**src/rtl/corefifo_fwft_packer_if.sv**
```systemverilog
// FWFT read-port and packed output stream bundle for corefifo_fwft_packer.
// The master side is the packer; the slave side is the FIFO plus downstream consumer.
interface corefifo_fwft_packer_if #(
    parameter int unsigned RWIDTH = 10,
    parameter int unsigned PACK   = 4
);
    localparam int unsigned CW = $clog2(PACK + 1);
    localparam int unsigned DW = RWIDTH * PACK;

    logic              fifo_empty;
    logic [RWIDTH-1:0] fifo_dout;
    logic              fifo_rd_en;
    logic              m_valid;
    logic              m_ready;
    logic [DW-1:0]     m_data;
    logic [CW-1:0]     m_count;
    logic              m_last;

    modport master (
        input  fifo_empty, fifo_dout, m_ready,
        output fifo_rd_en, m_valid, m_data, m_count, m_last
    );

    modport slave (
        output fifo_empty, fifo_dout, m_ready,
        input  fifo_rd_en, m_valid, m_data, m_count, m_last
    );
endinterface

```
**src/rtl/corefifo_fwft_packer.sv**
```systemverilog
// Drains an FWFT FIFO read port, packs PACK words per wide beat and emits beats
// through a single output register; flush closes a partial beat early.
module corefifo_fwft_packer #(
    parameter int unsigned RWIDTH   = 10,
    parameter int unsigned PACK     = 4,
    parameter int unsigned READ_LOW = 1
) (
    input  logic                   pos_rclk,
    input  logic                   aresetn_rclk,
    input  logic                   sresetn_rclk,
    input  logic                   flush,
    output logic [15:0]            words_rd,
    corefifo_fwft_packer_if.master bus
);
    localparam int unsigned CW = $clog2(PACK + 1);
    localparam int unsigned DW = RWIDTH * PACK;

    logic [DW-1:0] acc_data, acc_data_nxt;
    logic [CW-1:0] acc_cnt, acc_cnt_nxt;
    logic          flush_pending, flush_pending_nxt;
    logic          out_valid, out_valid_nxt;
    logic [DW-1:0] out_data, out_data_nxt;
    logic [CW-1:0] out_count, out_count_nxt;
    logic          out_last, out_last_nxt;
    logic [15:0]   rd_count, rd_count_nxt;

    logic          out_free;
    logic          acc_full;
    logic          xfer;
    logic          pop;
    logic [CW-1:0] slot;

    // Pop/transfer decision; the reset gate keeps the acknowledge inactive while in reset.
    always_comb begin
        out_free = !out_valid || bus.m_ready;
        acc_full = (acc_cnt == CW'(PACK));
        xfer     = out_free && (acc_full || (flush_pending && (acc_cnt != '0)));
        pop      = aresetn_rclk && sresetn_rclk && !bus.fifo_empty && !flush_pending
                   && (!acc_full || xfer);
    end

    always_comb begin
        acc_data_nxt      = xfer ? '0 : acc_data;
        acc_cnt_nxt       = xfer ? '0 : acc_cnt;
        slot              = xfer ? '0 : acc_cnt;
        flush_pending_nxt = flush_pending ? !(xfer || (acc_cnt == '0)) : flush;
        out_valid_nxt     = out_valid;
        out_data_nxt      = out_data;
        out_count_nxt     = out_count;
        out_last_nxt      = out_last;
        rd_count_nxt      = rd_count;

        // A pop that coincides with a transfer lands in slot 0 of the fresh accumulator.
        for (int unsigned i = 0; i < PACK; i++) begin
            if (pop && (slot == CW'(i))) begin
                acc_data_nxt[i*RWIDTH +: RWIDTH] = bus.fifo_dout;
            end
        end
        if (pop) begin
            acc_cnt_nxt  = slot + CW'(1);
            rd_count_nxt = rd_count + 16'd1;
        end

        if (xfer) begin
            out_valid_nxt = 1'b1;
            out_data_nxt  = acc_data;
            out_count_nxt = acc_cnt;
            out_last_nxt  = flush_pending;
        end else if (bus.m_ready) begin
            out_valid_nxt = 1'b0;
        end

        if (!sresetn_rclk) begin
            acc_data_nxt      = '0;
            acc_cnt_nxt       = '0;
            flush_pending_nxt = 1'b0;
            out_valid_nxt     = 1'b0;
            out_data_nxt      = '0;
            out_count_nxt     = '0;
            out_last_nxt      = 1'b0;
            rd_count_nxt      = '0;
        end
    end

    always_ff @(posedge pos_rclk or negedge aresetn_rclk) begin
        if (!aresetn_rclk) begin
            acc_data      <= '0;
            acc_cnt       <= '0;
            flush_pending <= 1'b0;
            out_valid     <= 1'b0;
            out_data      <= '0;
            out_count     <= '0;
            out_last      <= 1'b0;
            rd_count      <= '0;
        end else begin
            acc_data      <= acc_data_nxt;
            acc_cnt       <= acc_cnt_nxt;
            flush_pending <= flush_pending_nxt;
            out_valid     <= out_valid_nxt;
            out_data      <= out_data_nxt;
            out_count     <= out_count_nxt;
            out_last      <= out_last_nxt;
            rd_count      <= rd_count_nxt;
        end
    end

    assign bus.fifo_rd_en = (READ_LOW != 0) ? !pop : pop;
    assign bus.m_valid    = out_valid;
    assign bus.m_data     = out_data;
    assign bus.m_count    = out_count;
    assign bus.m_last     = out_last;
    assign words_rd       = rd_count;
endmodule

```
**src/flat_wrapper.sv**
```systemverilog
// flat-port wrapper written by rule: the top's interface ports become plain ports
module corefifo_fwft_packer_flat 
#(
    parameter int unsigned RWIDTH   = 10,
    parameter int unsigned PACK     = 4,
    parameter int unsigned READ_LOW = 1
)
  (pos_rclk, aresetn_rclk, sresetn_rclk, flush, words_rd, bus_fifo_empty, bus_fifo_dout, bus_m_ready, bus_fifo_rd_en, bus_m_valid, bus_m_data, bus_m_count, bus_m_last);
  corefifo_fwft_packer_if #(.RWIDTH(RWIDTH), .PACK(PACK)) bus_i ();
  input  logic pos_rclk;
  input  logic aresetn_rclk;
  input  logic sresetn_rclk;
  input  logic flush;
  output logic [15:0] words_rd;
  input wire logic [$bits(bus_i.fifo_empty)-1:0] bus_fifo_empty;
  input wire logic [$bits(bus_i.fifo_dout)-1:0] bus_fifo_dout;
  input wire logic [$bits(bus_i.m_ready)-1:0] bus_m_ready;
  output wire logic [$bits(bus_i.fifo_rd_en)-1:0] bus_fifo_rd_en;
  output wire logic [$bits(bus_i.m_valid)-1:0] bus_m_valid;
  output wire logic [$bits(bus_i.m_data)-1:0] bus_m_data;
  output wire logic [$bits(bus_i.m_count)-1:0] bus_m_count;
  output wire logic [$bits(bus_i.m_last)-1:0] bus_m_last;
  assign bus_i.fifo_empty = bus_fifo_empty;
  assign bus_i.fifo_dout = bus_fifo_dout;
  assign bus_i.m_ready = bus_m_ready;
  assign bus_fifo_rd_en = bus_i.fifo_rd_en;
  assign bus_m_valid = bus_i.m_valid;
  assign bus_m_data = bus_i.m_data;
  assign bus_m_count = bus_i.m_count;
  assign bus_m_last = bus_i.m_last;
  corefifo_fwft_packer #(.RWIDTH(RWIDTH), .PACK(PACK), .READ_LOW(READ_LOW)) u_core (.pos_rclk(pos_rclk), .aresetn_rclk(aresetn_rclk), .sresetn_rclk(sresetn_rclk), .flush(flush), .words_rd(words_rd), .bus(bus_i));
endmodule
```
**config.mk**
```make
export PLATFORM = sky130hd
export DESIGN_NAME = corefifo_fwft_packer_flat
export DESIGN_NICKNAME = d
export VERILOG_FILES = /design/src/rtl/corefifo_fwft_packer_if.sv /design/src/rtl/corefifo_fwft_packer.sv /design/src/flat_wrapper.sv
export SDC_FILE = /design/constraint.sdc
export NUM_CORES = 1
export LEC_CHECK = 0
export BUFFER_PORTS_ARGS = -buffer_cell sky130_fd_sc_hd__buf_2
export CAP_MARGIN = 25
export CORE_MARGIN = 2
export CORE_UTILIZATION = 55
export DETAILED_ROUTE_END_ITERATION = 8
export PLACE_DENSITY = 0.83
export SYNTH_ARGS = -nofsm -noshare
export SYNTH_HDL_FRONTEND = slang
export SYNTH_SLANG_ARGS = --single-unit
```
**constraint.sdc**
```tcl
create_clock -name pos_rclk -period 3 [get_ports pos_rclk]
set_clock_uncertainty 0.1 [all_clocks]
set_input_delay 0.6 -clock pos_rclk [delete_from_list [all_inputs] [get_ports pos_rclk]]
set_output_delay 0.6 -clock pos_rclk [all_outputs]
set_load 0.02 [all_outputs]
```
==> metrics.yaml <==
status:
  status: "complete, no violations"
die:
  die-area_um2: 8850
  ios: 78
  die_y_um: 94.1
  fp-row-count: 32
  start_util_pct: 57.2
  dieWidth_um: 94.1
  core_area_um2: 7810
synth:
  synth_area_leaders: "dfrtp_1 59%, mux2i_1 13%, a22o_1 5.9%"
  synth_area_um2: 4460
  synth-edff-count: 0
  yosys_register_bits: 105
  synth_warnings: 0
  syn_nets: 388
  synth_area_per_cell_um2: 12.1
  synthArstFlopShare_pct: 100
  ys_seq_area_share_pct: 58.9
  synth_ff_type: "dfrtp_1"
  synth_top_area_share_pct: 58.9
  syn_inst: 370
  ys_types: 51
  synth_top_area_cell: "dfrtp_1"
power_and_ir_drop:
  power.density_nw_per_um2: 500
  peakVddDrop_mv: 0.287
  p_leak_nw: 2.64
  design_power_total_w: 0.00257
detailed_routing:
  viasPerCell: 5.74
  drt-initial-drc-count: 237
  drc: 0
  final_antenna_net_count: 0
  totalWireLength_um: 9630
  drt-pass1-iter-count: 5
  post_drt_wl_per_cell_um: 17.4
  vias: 3169
setup_path:
  crit_type: "in2out"
  crit_fanout: 5
  required_ns: 2.30
  start_kind: "primary input"
  critical_path_arrival_ns: 1.94
  reg2regPathDepth: 7
  critical_path.endpoint_type: "primary output"
clock_tree:
  cts.sinks: 105
  cts.repair.resized: 0
  cts_root_buf: "clkbuf_8"
  clk_latency_ns: 0.38
  cts_tree: "built"
  cts_buffer_depth: 2
  cts_buffers: 9
  clk_pin_slew_ns: 0.09
  h-tree-depth: 3
hold_path:
  hold_depth: 3
  hold_class: "in2reg"
layout:
  drive_gt1_share_pct: 24.4
  fill_cells: 612
  fin_util_pct: 65.8
  n_antenna_cell: 0
  area_delta_synth_final_pct: 15.0
  fin_nets: 463
place:
  place_hpwl_um: 6660
  gp_congestion: 0.836
  io_buffers: 77
grt:
  antenna_found_initial: 0
  grt_pass1_vias: 2996
  grt_first_pass_wirelength_um: 15600
  grt-ovfl-total: 0
  grt_max_degree: 73
  grt_use_total_pct: 23.2
timing:
  slew_viol_final: 0
  finalHoldViolations: 0
  period_minus_slack_ns: 2.64
  worstMarginPinSlew_ns: 0.878
  fmax_mhz: 379
  period_share_pct: 88.0
  rsz0062_at_grt: "no"
  final.setup.tns_ns: 0
  setup-violations-final: 0
  relSlewSlack_pct: 41.5
job:
  drv_cap: 0
==> per-stage QoR <==
step | area, µm² | hold slack [ns] | worst slack, ns | cells
2_1_floorplan | 4460 | 0.204 | 0.638 | 370
3_3_place_gp | 4910 | 0.302 | 0.603 | 535
3_5_place_dp | 4910 | 0.304 | 0.515 | 535
4_1_cts | 5130 | 0.373 | 0.376 | 552
5_1_grt | 5130 | 0.379 | 0.275 | 552
6_report | 5130 | 0.386 | 0.359 | 552
==> kinds of logic after synthesis <==
family,count (synthesis),synth area share (%)
flops,105,58.9
xor+xnor,3,0.589
fa+ha+maj,2,0.560
mux,58,13.0
compound gates,63,11.3
buf+inv,26,3.31
simple gates,113,12.4
==> cells in the mapped netlist (all sizes together) (3+ instances only) <==
master	instances
dfrtp	105
nor2	65
mux2i	58
a22o	30
nand2	13
buf	12
a21oi	9
clkbuf	9
nand3	8
o21ai	6
inv	5
and3	3
nand3b	3
or3	3
==> layout make-up <==
cell class              count  area, µm²  share of cell area, %
inverters                   5       18.8                  0.365
clock inverters             6       72.6                   1.41
repair buffers             85        450                   8.77
multi-input cells         239       1700                   33.1
flip-flops and latches    105       2630                   51.2
well taps                 102        128                   2.49
clock buffers              10        138                   2.68
==> timing repair <==
item / in CTS / in global routing
hold endpoints to repair: 1 / 0
hold buffers: 1 / 0
setup buffers: 0 / 0
==> critical path, stage by stage <==
cell           delay [ns]
dlygate4sd3_1        0.53
buf_4                0.14
nand4bb_2            0.18
a21oi_1              0.22
inv_1                0.11
buf_2                0.17
==> layout by cell type (no fill, tap or decap), types with 3 or more instances in the layout <==
cell	netlist	final
nor2_1	62	62
o21ai_0	6	6
or3_1	3	3
nor2_2	3	3
inv_1	4	4
and3_1	3	3
mux2i_1	58	58
a22o_1	30	30
buf_4	2	8
nand3b_1	3	3
dfrtp_1	105	105
nand3_1	7	7
nand2_1	13	13
a21oi_1	9	8
clkbuf_8	0	10
buf_2	4	76
==> path summary, 6_finish.rpt <==
path / from / end / slack, ns
worst max-delay path: aresetn_rclk / bus_fifo_rd_en / 0.36
max in group asynchronous: aresetn_rclk / u_core.bus.m_data[3] / 0.83
worst max register to register: u_core.acc_cnt[1] / u_core.acc_data[31] / 0.60
worst min-delay path: flush / u_core.flush_pending / 0.39
min in group asynchronous: aresetn_rclk / u_core.flush_pending / 0.47
worst min register to register: u_core.acc_data[7] / u_core.acc_data[7] / 0.41
==> metal layers <==
| metal | track usage (%) | part of all wire, % | vias up |
|---|---|---|---|
| li1 | - | - | 1471 |
| met1 | 35.0 | 45 | 1589 |
| met2 | 33.8 | 47 | 90 |
| met3 | 3.21 | 5.1 | 19 |
| met4 | 10.1 | 2.2 | 0 |
| met5 | 0 | 0 | - |
==> power by group <==
| group | leakage [nW] | switching (W) | internal [W] | total (W) |
|---|---|---|---|---|
| logic | 1.07 | 0.000138 | 0.0000696 | 0.000208 |
| registers | 1.46 | 0.0000168 | 0.00143 | 0.00145 |
| clock network | 0.109 | 0.000491 | 0.000421 | 0.000911 |
==> registers in the layout (all words and copies together), names as in the netlist <==
register,flops
u_core.acc_data,40
u_core.bus.m_valid,1
u_core.words_rd,16
u_core.acc_cnt,3
u_core.bus.m_count,3
u_core.bus.m_last,1
u_core.bus.m_data,40
u_core.flush_pending,1
No activity file was read; power rests on OpenSTA's default activity.
